==> config.mk <==
export PLATFORM = sky130hd
export DESIGN_NAME = fifo_write_arbiter
export DESIGN_NICKNAME = d
export VERILOG_FILES = /design/src/rtl/fifo_write_arbiter.sv
export SDC_FILE = /design/constraint.sdc
export NUM_CORES = 1
export LEC_CHECK = 0
export CAP_MARGIN = 20
export CORE_MARGIN = 5
export CORE_UTILIZATION = 28
export DETAILED_ROUTE_END_ITERATION = 8
export PLACE_DENSITY = 0.81
export SETUP_SLACK_MARGIN = 0.2
export SLEW_MARGIN = 20
export SYNTH_ARGS = -nofsm -noshare
export SYNTH_HDL_FRONTEND = slang
export SYNTH_SLANG_ARGS = --single-unit
==> constraint.sdc <==
create_clock -name i_clock -period 1.7 [get_ports i_clock]
set_input_delay 0.255 -clock i_clock [delete_from_list [all_inputs] [get_ports i_clock]]
set_output_delay 0.255 -clock i_clock [all_outputs]
set_load 0.005 [all_outputs]
==> src/rtl/fifo_write_arbiter.sv <==
// fifo_write_arbiter
//   Two-requester round-robin burst arbiter sharing the write port of the
//   pixel FIFO. Requester 0 is the frame-buffer fetch engine, requester 1 the
//   overlay/command path. A grant lasts up to MAX_BURST accepted words; every
//   burst is preceded by one arbitration cycle in IDLE.
//
// Ports
//   i_clock, i_reset        clock, synchronous active-high reset
//   i_req0/i_data0/o_ack0   requester 0 handshake (ack = word taken this cycle)
//   i_req1/i_data1/o_ack1   requester 1 handshake
//   o_fifoData/o_fifoValid  FIFO write data and strobe
//   i_fifoFull              FIFO full flag; stalls the burst without timeout
//   o_grant                 one-hot owner, 2'b00 when idle
//   o_busy                  high while a burst is in progress
//   o_count0/o_count1       saturating per-requester word counts, present only
//                           when FIFO_WRITE_ARBITER_STATS_EN is defined
//
// state  | meaning
// IDLE   | no owner; pick next owner (1-cycle arbitration gap, no word taken)
// BURST0 | requester 0 owns the FIFO write port
// BURST1 | requester 1 owns the FIFO write port

module fifo_write_arbiter #(
  parameter int DATA_WIDTH = 32,
  parameter int MAX_BURST  = 16
) (
  input  logic                  i_clock,
  input  logic                  i_reset,
  input  logic                  i_req0,
  input  logic [DATA_WIDTH-1:0] i_data0,
  output logic                  o_ack0,
  input  logic                  i_req1,
  input  logic [DATA_WIDTH-1:0] i_data1,
  output logic                  o_ack1,
  output logic [DATA_WIDTH-1:0] o_fifoData,
  output logic                  o_fifoValid,
  input  logic                  i_fifoFull,
  output logic [1:0]            o_grant,
  output logic                  o_busy
`ifdef FIFO_WRITE_ARBITER_STATS_EN
  ,
  output logic [15:0]           o_count0,
  output logic [15:0]           o_count1
`endif
);

  localparam int CW = $clog2(MAX_BURST) + 1;
  localparam logic [CW-1:0] LAST_CNT = CW'(MAX_BURST - 1);

  typedef enum logic [1:0] {
    S_IDLE   = 2'd0,
    S_BURST0 = 2'd1,
    S_BURST1 = 2'd2
  } state_t;

  state_t          state_q, state_d;
  logic [CW-1:0]   cnt_q, cnt_d;
  logic            last_q, last_d;   // index of the most recently granted requester
  logic            own1;
  logic            cur_req;
  logic            accept;

  always_ff @(posedge i_clock) begin
    if (i_reset) begin
      state_q <= S_IDLE;
      cnt_q   <= '0;
      last_q  <= 1'b1;
    end else begin
      state_q <= state_d;
      cnt_q   <= cnt_d;
      last_q  <= last_d;
    end
  end

  always_comb begin
    state_d     = state_q;
    cnt_d       = cnt_q;
    last_d      = last_q;
    own1        = 1'b0;
    cur_req     = 1'b0;
    accept      = 1'b0;
    o_ack0      = 1'b0;
    o_ack1      = 1'b0;
    o_fifoData  = '0;
    o_fifoValid = 1'b0;
    o_grant     = 2'b00;
    o_busy      = 1'b0;

    case (state_q)
      S_IDLE: begin
        cnt_d = '0;
        // On a tie the requester that did not own the last burst wins.
        if (i_req0 && i_req1) begin
          if (last_q) begin
            state_d = S_BURST0;
            last_d  = 1'b0;
          end else begin
            state_d = S_BURST1;
            last_d  = 1'b1;
          end
        end else if (i_req0) begin
          state_d = S_BURST0;
          last_d  = 1'b0;
        end else if (i_req1) begin
          state_d = S_BURST1;
          last_d  = 1'b1;
        end
      end

      S_BURST0, S_BURST1: begin
        own1        = (state_q == S_BURST1);
        cur_req     = own1 ? i_req1 : i_req0;
        accept      = cur_req & ~i_fifoFull;
        o_grant     = own1 ? 2'b10 : 2'b01;
        o_busy      = 1'b1;
        o_fifoData  = own1 ? i_data1 : i_data0;
        o_fifoValid = accept;
        o_ack0      = accept & ~own1;
        o_ack1      = accept & own1;
        // A dropped request ends the burst; full only stalls it.
        if (!cur_req) begin
          state_d = S_IDLE;
          cnt_d   = '0;
        end else if (accept) begin
          if (cnt_q == LAST_CNT) begin
            state_d = S_IDLE;
            cnt_d   = '0;
          end else begin
            cnt_d = cnt_q + CW'(1);
          end
        end
      end

      default: begin
        state_d = S_IDLE;
        cnt_d   = '0;
      end
    endcase

    // Nothing is accepted or presented while reset is held.
    if (i_reset) begin
      accept      = 1'b0;
      o_ack0      = 1'b0;
      o_ack1      = 1'b0;
      o_fifoData  = '0;
      o_fifoValid = 1'b0;
      o_grant     = 2'b00;
      o_busy      = 1'b0;
    end
  end

`ifdef FIFO_WRITE_ARBITER_STATS_EN
  logic [15:0] count0_q, count1_q;

  always_ff @(posedge i_clock) begin
    if (i_reset) begin
      count0_q <= '0;
      count1_q <= '0;
    end else begin
      if (o_ack0 && (count0_q != 16'hFFFF)) count0_q <= count0_q + 16'd1;
      if (o_ack1 && (count1_q != 16'hFFFF)) count1_q <= count1_q + 16'd1;
    end
  end

  assign o_count0 = count0_q;
  assign o_count1 = count1_q;
`endif

endmodule
==> results of run 1 <==
==> flip-flops by register name, indices dropped and copies added, names as in the netlist <==
| signal | flops |
|---|---|
| last_q | 1 |
| cnt_q | 5 |
| state_q | 2 |
==> critical path, stage by stage (launching register included) <==
cell	delay, ns
dfxtp_2	0.35
inv_4	0.05
ha_4	0.17
buf_6	0.12
buf_12	0.12
buf_16	0.14
mux2i_1	0.23
nor2_1	0.07
buf_2	0.13
==> power by group <==
part | switching (mW) | internal [mW] | total (mW)
clock network | 0.0527 | 0.0800 | 0.133
registers | 0.0102 | 0.199 | 0.209
logic | 0.289 | 0.465 | 0.754
total | 0.352 | 0.744 | 1.10
==> layer usage <==
metal	GRT usage [%]	routed length (um)	up-vias	part of all wire (%)
li1	-	-	702	-
met1	18.1	1710	628	35
met2	34.4	2470	60	51
met3	5.19	561	10	12
met4	6.08	110	0	2.3
met5	0	0	-	0
==> worst max path at each step <==
stage,from,endpoint
2_1_floorplan,state_q[0]$_SDFFE_PP0P_,o_ack1
3_3_place_gp,i_reset,o_fifoData[21]
3_5_place_dp,i_reset,o_fifoData[17]
4_1_cts,state_q[0]$_SDFFE_PP0P_,o_ack1
5_1_grt,state_q[0]$_SDFFE_PP0P_,o_fifoData[0]
6_report,state_q[0]$_SDFFE_PP0P_,o_fifoData[0]
==> final cells by class <==
| type | count | area [um^2] | area share, % |
|---|---|---|---|
| multi-input combinational | 108 | 916 | 37.6 |
| sequential | 8 | 165 | 6.78 |
| timing repair buffer | 134 | 1260 | 51.6 |
| tap | 46 | 57.6 | 2.36 |
| inverter | 4 | 17.5 | 0.719 |
| clock buffer | 3 | 22.5 | 0.924 |
==> Yosys cell counts <==
library cell,number
inv_1,4
buf_6,1
nand4b_1,1
clkbuf_1,3
nor4_1,1
dfxtp_1,8
and2_1,2
nand2b_1,2
buf_2,5
nand3_1,2
xnor2_1,3
a311oi_2,1
nor2_1,38
mux2i_1,32
a211o_1,2
nor2b_1,3
nor3_1,5
nor3b_1,1
mux2i_4,1
nor3b_2,1
nand2_1,4
ha_1,4
a21oi_1,3
o21ai_0,2
==> stage by stage <==
stage          cells  setup TNS [ns]  setup slack, ns
2_1_floorplan    129               0            0.205
3_3_place_gp     286          -11.17           -0.348
3_5_place_dp     286          -12.56           -0.382
4_1_cts          302           -2.13           -0.110
5_1_grt          303           -4.22           -0.218
6_report         303           -1.82           -0.166
==> repair_timing <==
item,4_1_cts,5_1_grt
pin swaps,8,6
gates cloned,3,1
gates resized for setup,195,17
endpoints found under the setup margin,43,44
endpoints found under the hold margin,0,0
buffers inserted,10,0
==> logic make-up after synthesis <==
logic type | synth area share [%]
flops | 16.5
buf+inv | 6.44
fa+ha+maj | 5.15
simple gates | 28.0
mux | 35.3
xor+xnor | 2.71
compound gates | 5.93
==> impl_results.md, run 1 <==
* Worst slew margin at between 70% and 80%
* Final setup fails at 26
* Power Total at roughly 1.1 mW
* WL final at about 4800 um
* Max Fclk at between 0.5 and 0.6 GHz
* Pleak at ~1.0 nW
* Clk buf depth at 2
* DRC at 0
* Most frequent cells in the layout: clkdlybuf4s50_1, buf_2, mux2i_1
* Die area at approximately 0.0047 mm^2
* Area after detailed placement at 0.00217 mm^2
* Die H at 68.9 um
* Setup ws final at -0.166 ns
* Startpoint Class: flop
* Worst hold slack at roughly 0.44 ns
* Worst Skew at around 0.0034 ns
* Outcome: finished with violations
* Top cells by area, synth: mux2i_1, dfxtp_1, nor2_1
* Detailed router's first-iteration violation count at 36
* Core region area at approximately 0.0033 mm^2
* CTS tree: yes
* Initial antenna violation count at 0
* DR WL/cell at ~16 um
* Seq cells post-synth at 8
* Crit path DAT at 1.61 ns
* RSZ-0062 raised after global routing: yes
* YS warnings at 0
* Tmin final at about 1.9 ns
* Max Cap Viol at 0
* Root buf cell: clkbuf_4
* TritonCTS Buffers at 3
* Synthesized area at 971 um^2
* CTS Sinks at 8
* Routed Antenna Nets at 0
* Die width at between 60 and 70 um
* CP Capture Type: output port
* Mapped Cells at around 130
* Max-slew violation count at 0
* Worst vdd ir at between 0.5 and 0.6 mV
* CP required at between 1 and 1.5 ns
* Vias in the first global route at between 1000 and 1500
* R2R setup slack at 0.01 ns
* Cts-stage hold buffer count at 0
* Fin crit share at 110%
* Design Area, Final at roughly 0.0024 mm^2
* Critical path class: flop to output port
* Min-delay src: cnt_q[4]$_SDFFE_PP0N_
* Filler cells at about 260
* Pin count of the biggest net entering global routing at 18
* PD cells at 450 mW/mm^2
* Tot GR Track Use at approximately 18%
* Htree depth at 1
* Row cnt at 21
* Clk Latency, worst-skew pair at around 0.24 ns
* Syn Area/Cell at 7.53 um^2
* Failing checks: setup timing
* Hold Crit Class: flop to flop
* Nets@finish at ~330
* Vias at 1400
* RR Startpoint: state_q[0]$_SDFFE_PP0P_
* I/O pins at around 110
* Synth top area share at ~33%
* Fin util at between 70% and 80%
* Initial Utilization at between 20% and 30%
* Hold Path Cell Cnt at 2
* Grt ovf at 0
* RePlAce Congestion at 0.776
* Post-synth cell types at 24
* Final Hold Viols at 0
* Vias per Instance at between 4 and 5
* # diodes at 0
* Global-route wire length before repair at ~6400 um
* Reg2reg path depth at 8
* Port bufs at roughly 110
* Clock transition at the registers of the reported paths at approximately 0.05 ns
* P&R area growth vs syn at 151%
* Drt first pass iters at 2
* Commonest non-fill, non-tap cell in the layout: clkdlybuf4s50_1
* Dominant cell type by area after synthesis: mux2i_1
* Hold endpoint: cnt_q[4]$_SDFFE_PP0N_
* Mapped Nets at between 200 and 250
* Share of the yosys chip area belonging to registers at ~16%
* Final HPWL DP at 3600 um
* CP max FO at 6
* Layout cells sized above 1 at 40.9%
* Reg2reg end: state_q[1]$_SDFFE_PP0P_
* Least-Margin Pin Slew at roughly 0.33 ns
No activity file was read; power rests on OpenSTA's default activity.
==> run 2: changes to the inputs <==
- ABC_AREA: unset -> 1
- PLACE_DENSITY: 0.81 -> 0.82
- RECOVER_POWER: unset -> 100
==> run 2 against run 1 <==
  * The flow still finishes with violations (setup timing)
  * Synthesized cell count increased by 38%
  * Combinational power increased by 42%
  * Fmax decreased by 9.7%
  * Clock-buffer cell count unchanged
  * First-iteration DRC count increased by 47%
  * Synthesized area decreased by 2.3%
  * Die area decreased by 2.0%
  * Design area increased by 2.4%
  * Clock power increased by 14%
  * Critical endpoint is now o_fifoData[13]
==> impl_results.md, run 2 <==
* Outcome: finished with violations (unchanged)
* Failing checks: setup timing (unchanged)
* Worst slack at placement at -0.400 ns (was -0.382 ns)
* WL final at 5570 um (was 4850 um)
* CTS Sinks at 8 (unchanged)
* CTS tree: yes (unchanged)
* Vias per Instance at 4.80 (was 4.62)
* Global-route wire length before repair at 7530 um (was 6400 um)
* Pint at 0.909 mW (was 0.744 mW)
* Synth top area share at 29.7% (was 33.0%)
* Mapped Cells at 178 (was 129)
* Drt first pass iters at 6 (was 2)
* Max-slew violation count at 0 (unchanged)
* Worst setup path end: o_fifoData[13] (was o_fifoData[0])
* Tot GR Track Use at 21.5% (was 17.9%)
* Setup ws final at -0.366 ns (was -0.166 ns)
* Total area of sequential cells at 163 um^2 (was 165 um^2)
* RePlAce Congestion at 0.863 (was 0.776)
* Cts-stage hold buffer count at 0 (unchanged)
* Final Hold Viols at 0 (unchanged)
* Row cnt at 21 (unchanged)
* Comb pwr share at 74.7% (was 68.8%)
* Dpl cells at 336 (was 286)
* Die width at 68.2 um (was 68.9 um)
* Crit path DAT at 1.81 ns (was 1.61 ns)
* Tmin final at 2.07 ns (was 1.87 ns)
* Sw frac at 36.7% (was 32.1%)
* DRC at 0 (unchanged)
* Worst slew margin at 83.5% (was 77.7%)
* Max Fclk at 0.484 GHz (was 0.536 GHz)
* Most frequent cell after synthesis: nor2_1 (unchanged)
* Mapped Nets at 251 (was 202)
* Reg2reg end: cnt_q[1]$_SDFFE_PP0N_ (was state_q[1]$_SDFFE_PP0P_)
* CP max FO at 6 (unchanged)
* Pin count of the biggest net entering global routing at 31 (was 18)
* Vias in the first global route at 1536 (was 1267)
* Core region area at 0.00331 mm^2 (was 0.00334 mm^2)
* Die area at 0.00465 mm^2 (was 0.00475 mm^2)
* Synthesized area at 948 um^2 (was 971 um^2)
* Fin crit share at 122% (was 110%)
* Share of the yosys chip area belonging to registers at 16.9% (was 16.5%)
* Most frequent cells in the layout: nor2_1, clkdlybuf4s50_1, buf_2 (was clkdlybuf4s50_1, buf_2, mux2i_1)
* Syn Area/Cell at 5.33 um^2 (was 7.53 um^2)
* P_sw at 0.527 mW (was 0.352 mW)
* Detailed router's first-iteration violation count at 53 (was 36)
* Vias at 1722 (was 1400)
* Crit. Startpoint: state_q[0]$_SDFFE_PP0P_ (unchanged)
* Top flop regs: cnt_q x5, state_q x2, last_q x1 (unchanged)
* Root buf cell: clkbuf_4 (unchanged)
* Final setup fails at 42 (was 26)
* Startpoint Class: flop (unchanged)
* Routed Antenna Nets at 0 (unchanged)
* Nets@finish at 388 (was 332)
* TritonCTS Buffers at 3 (unchanged)
* Filler cells at 243 (was 255)
* R2R setup slack at -0.12 ns (was 0.01 ns)
* Synth Flop Type: dfxtp_1 (unchanged)
* Critical path class: flop to output port (unchanged)
* Non-Filler Instances at 359 (was 303)
* Clk network pwr share at 10.6% (was 12.1%)
* Commonest non-fill, non-tap cell in the layout: nor2_1 (was clkdlybuf4s50_1)
* Htree depth at 1 (unchanged)
* P&R area growth vs syn at 163% (was 151%)
* Least-Margin Pin Slew at 0.244 ns (was 0.326 ns)
* Initial antenna violation count at 0 (unchanged)
* Worst vdd ir at 0.438 mV (was 0.503 mV)
* Clk Latency, worst-skew pair at 0.26 ns (was 0.24 ns)
* Max Cap Viol at 0 (unchanged)
* Reg2reg path depth at 12 (was 8)
* CP required at 1.44 ns (about the same)
* Worst Skew at 0.00449 ns (was 0.00345 ns)
* I/O pins at 107 (unchanged)
* Footprint of the multi-input gates at 840 um^2 (was 916 um^2)
* Grt ovf at 0 (unchanged)
* Final HPWL DP at 3500 um (was 3600 um)
* Layout cells sized above 1 at 35.8% (was 40.9%)
* Seq cells post-synth at 8 (unchanged)
* Largest register by flop count: cnt_q (unchanged)
* Top cells by area, synth: nor2_1, o21ai_0, dfxtp_1 (was mux2i_1, dfxtp_1, nor2_1)
* YS warnings at 0 (unchanged)
* Die H at 68.2 um (was 68.9 um)
* PD cells at 576 mW/mm^2 (was 450 mW/mm^2)
* Dominant cell type by area after synthesis: nor2_1 (was mux2i_1)
* FFs w/ async S/R, synth at 0% (unchanged)
* Min-delay src: last_q$_SDFFE_PP1P_ (was cnt_q[4]$_SDFFE_PP0N_)
* DR WL/cell at 15.5 um (was 16.0 um)
* Number of synthesized flops with an enable pin at 0 (unchanged)
* Clk buf depth at 2 (unchanged)
* Sequential share of power at 14.7% (was 19.1%)
* RR Startpoint: state_q[1]$_SDFFE_PP0P_ (was state_q[0]$_SDFFE_PP0P_)
* Initial Utilization at 28.6% (was 29.1%)
* Pleak at 1.23 nW (was 1.01 nW)
* Max reg flops at 5 (unchanged)
* CP Capture Type: output port (unchanged)
* Port bufs at 106 (unchanged)
* Synth top cells by count: nor2_1, o21ai_0, inv_1, nand2_1 (was nor2_1, mux2i_1, dfxtp_1, buf_2, nor3_1)
* # diodes at 0 (unchanged)
* Hold Crit Class: flop to flop (unchanged)
* Hold Path Cell Cnt at 1 (was 2)
* Clock transition at the registers of the reported paths at 0.06 ns (was 0.05 ns)
* Post-synth cell types at 22 (was 24)
* RSZ-0062 raised after global routing: yes (unchanged)
[run 2: per-stage QoR]
stage                     util, %  power [mW]  cell area (um^2)  hold WS [ns]  setup TNS (ns)
after CTS                    72.7        1.37              2410         0.465           -7.85
after detailed placement     66.1       0.982              2190         0.452          -11.31
after global routing         75.4        1.54              2490         0.492          -14.41
after floorplan                 -       0.503               961         0.324               0
final                        75.4        1.44              2490         0.464          -10.32
after global placement       66.1       0.977              2190         0.453          -10.97
[run 2: how the worst min path moves through the flow]
stage	to	slack, ns
3_5_place_dp	last_q$_SDFFE_PP1P_	0.45
5_1_grt	last_q$_SDFFE_PP1P_	0.49
2_1_floorplan	state_q[0]$_SDFFE_PP0P_	0.32
3_3_place_gp	last_q$_SDFFE_PP1P_	0.45
6_report	last_q$_SDFFE_PP1P_	0.46
4_1_cts	cnt_q[4]$_SDFFE_PP0N_	0.47
[run 2: logic make-up (layout without fill, tap and decap cells)]
| family | Yosys count | count (layout) | share of synthesized area [%] |
|---|---|---|---|
| adders and majority gates | 4 | 4 | 5.28 |
| AOI/OAI and AO/OA | 41 | 41 | 22.6 |
| buffers and inverters | 23 | 158 | 9.23 |
| DFF | 8 | 8 | 16.9 |
| and+or+nand+nor | 101 | 101 | 45.1 |
| xor gates and xnor gates | 1 | 1 | 0.924 |
[run 2: repair_timing]
action,CTS,global route
resized for setup,198,20
endpoints found under the setup margin,43,45
pin swaps,35,39
gates cloned,7,0
buffers inserted,11,2
[run 2: routing by layer]
metal,GRT usage [%],share of wire [%],wire [um]
met5,0,0,0
met4,10.7,3.3,183
met3,6.57,10,579
met2,36.1,50,2790
met1,24.6,36,2020
[run 2: power groups by stage]
| stage | combinational (mW) | clock, mW | sequential, mW |
|---|---|---|---|
| after floorplan | 0.292 | 0 | 0.211 |
| after CTS | 0.994 | 0.161 | 0.210 |
| final | 1.07 | 0.152 | 0.211 |
| after global routing | 1.15 | 0.177 | 0.213 |
| after detailed placement | 0.770 | 0 | 0.212 |
| after global placement | 0.765 | 0 | 0.212 |
[run 2: layout make-up]
cell class	count	area share (%)
well taps	46	2.31
flip-flops and latches	8	6.52
multi-input cells	147	33.7
repair buffers	141	54.3
clock buffers	3	0.903
inverters	14	2.31
[run 2: critical path, stage by stage, from the launching register on]
cell     delay [ns]
dfxtp_2        0.35
inv_2          0.06
ha_4           0.26
inv_4          0.04
nor2_4         0.20
buf_6          0.13
buf_6          0.09
buf_16         0.11
o21ai_2        0.05
nor2_1         0.12
buf_2          0.14
==> run 3: changes to the inputs <==
- ABC_CLOCK_PERIOD_IN_PS: unset -> 1700
==> results of run 3 <==
No change in the layout: final DEF, timing and power equal those of run 2.
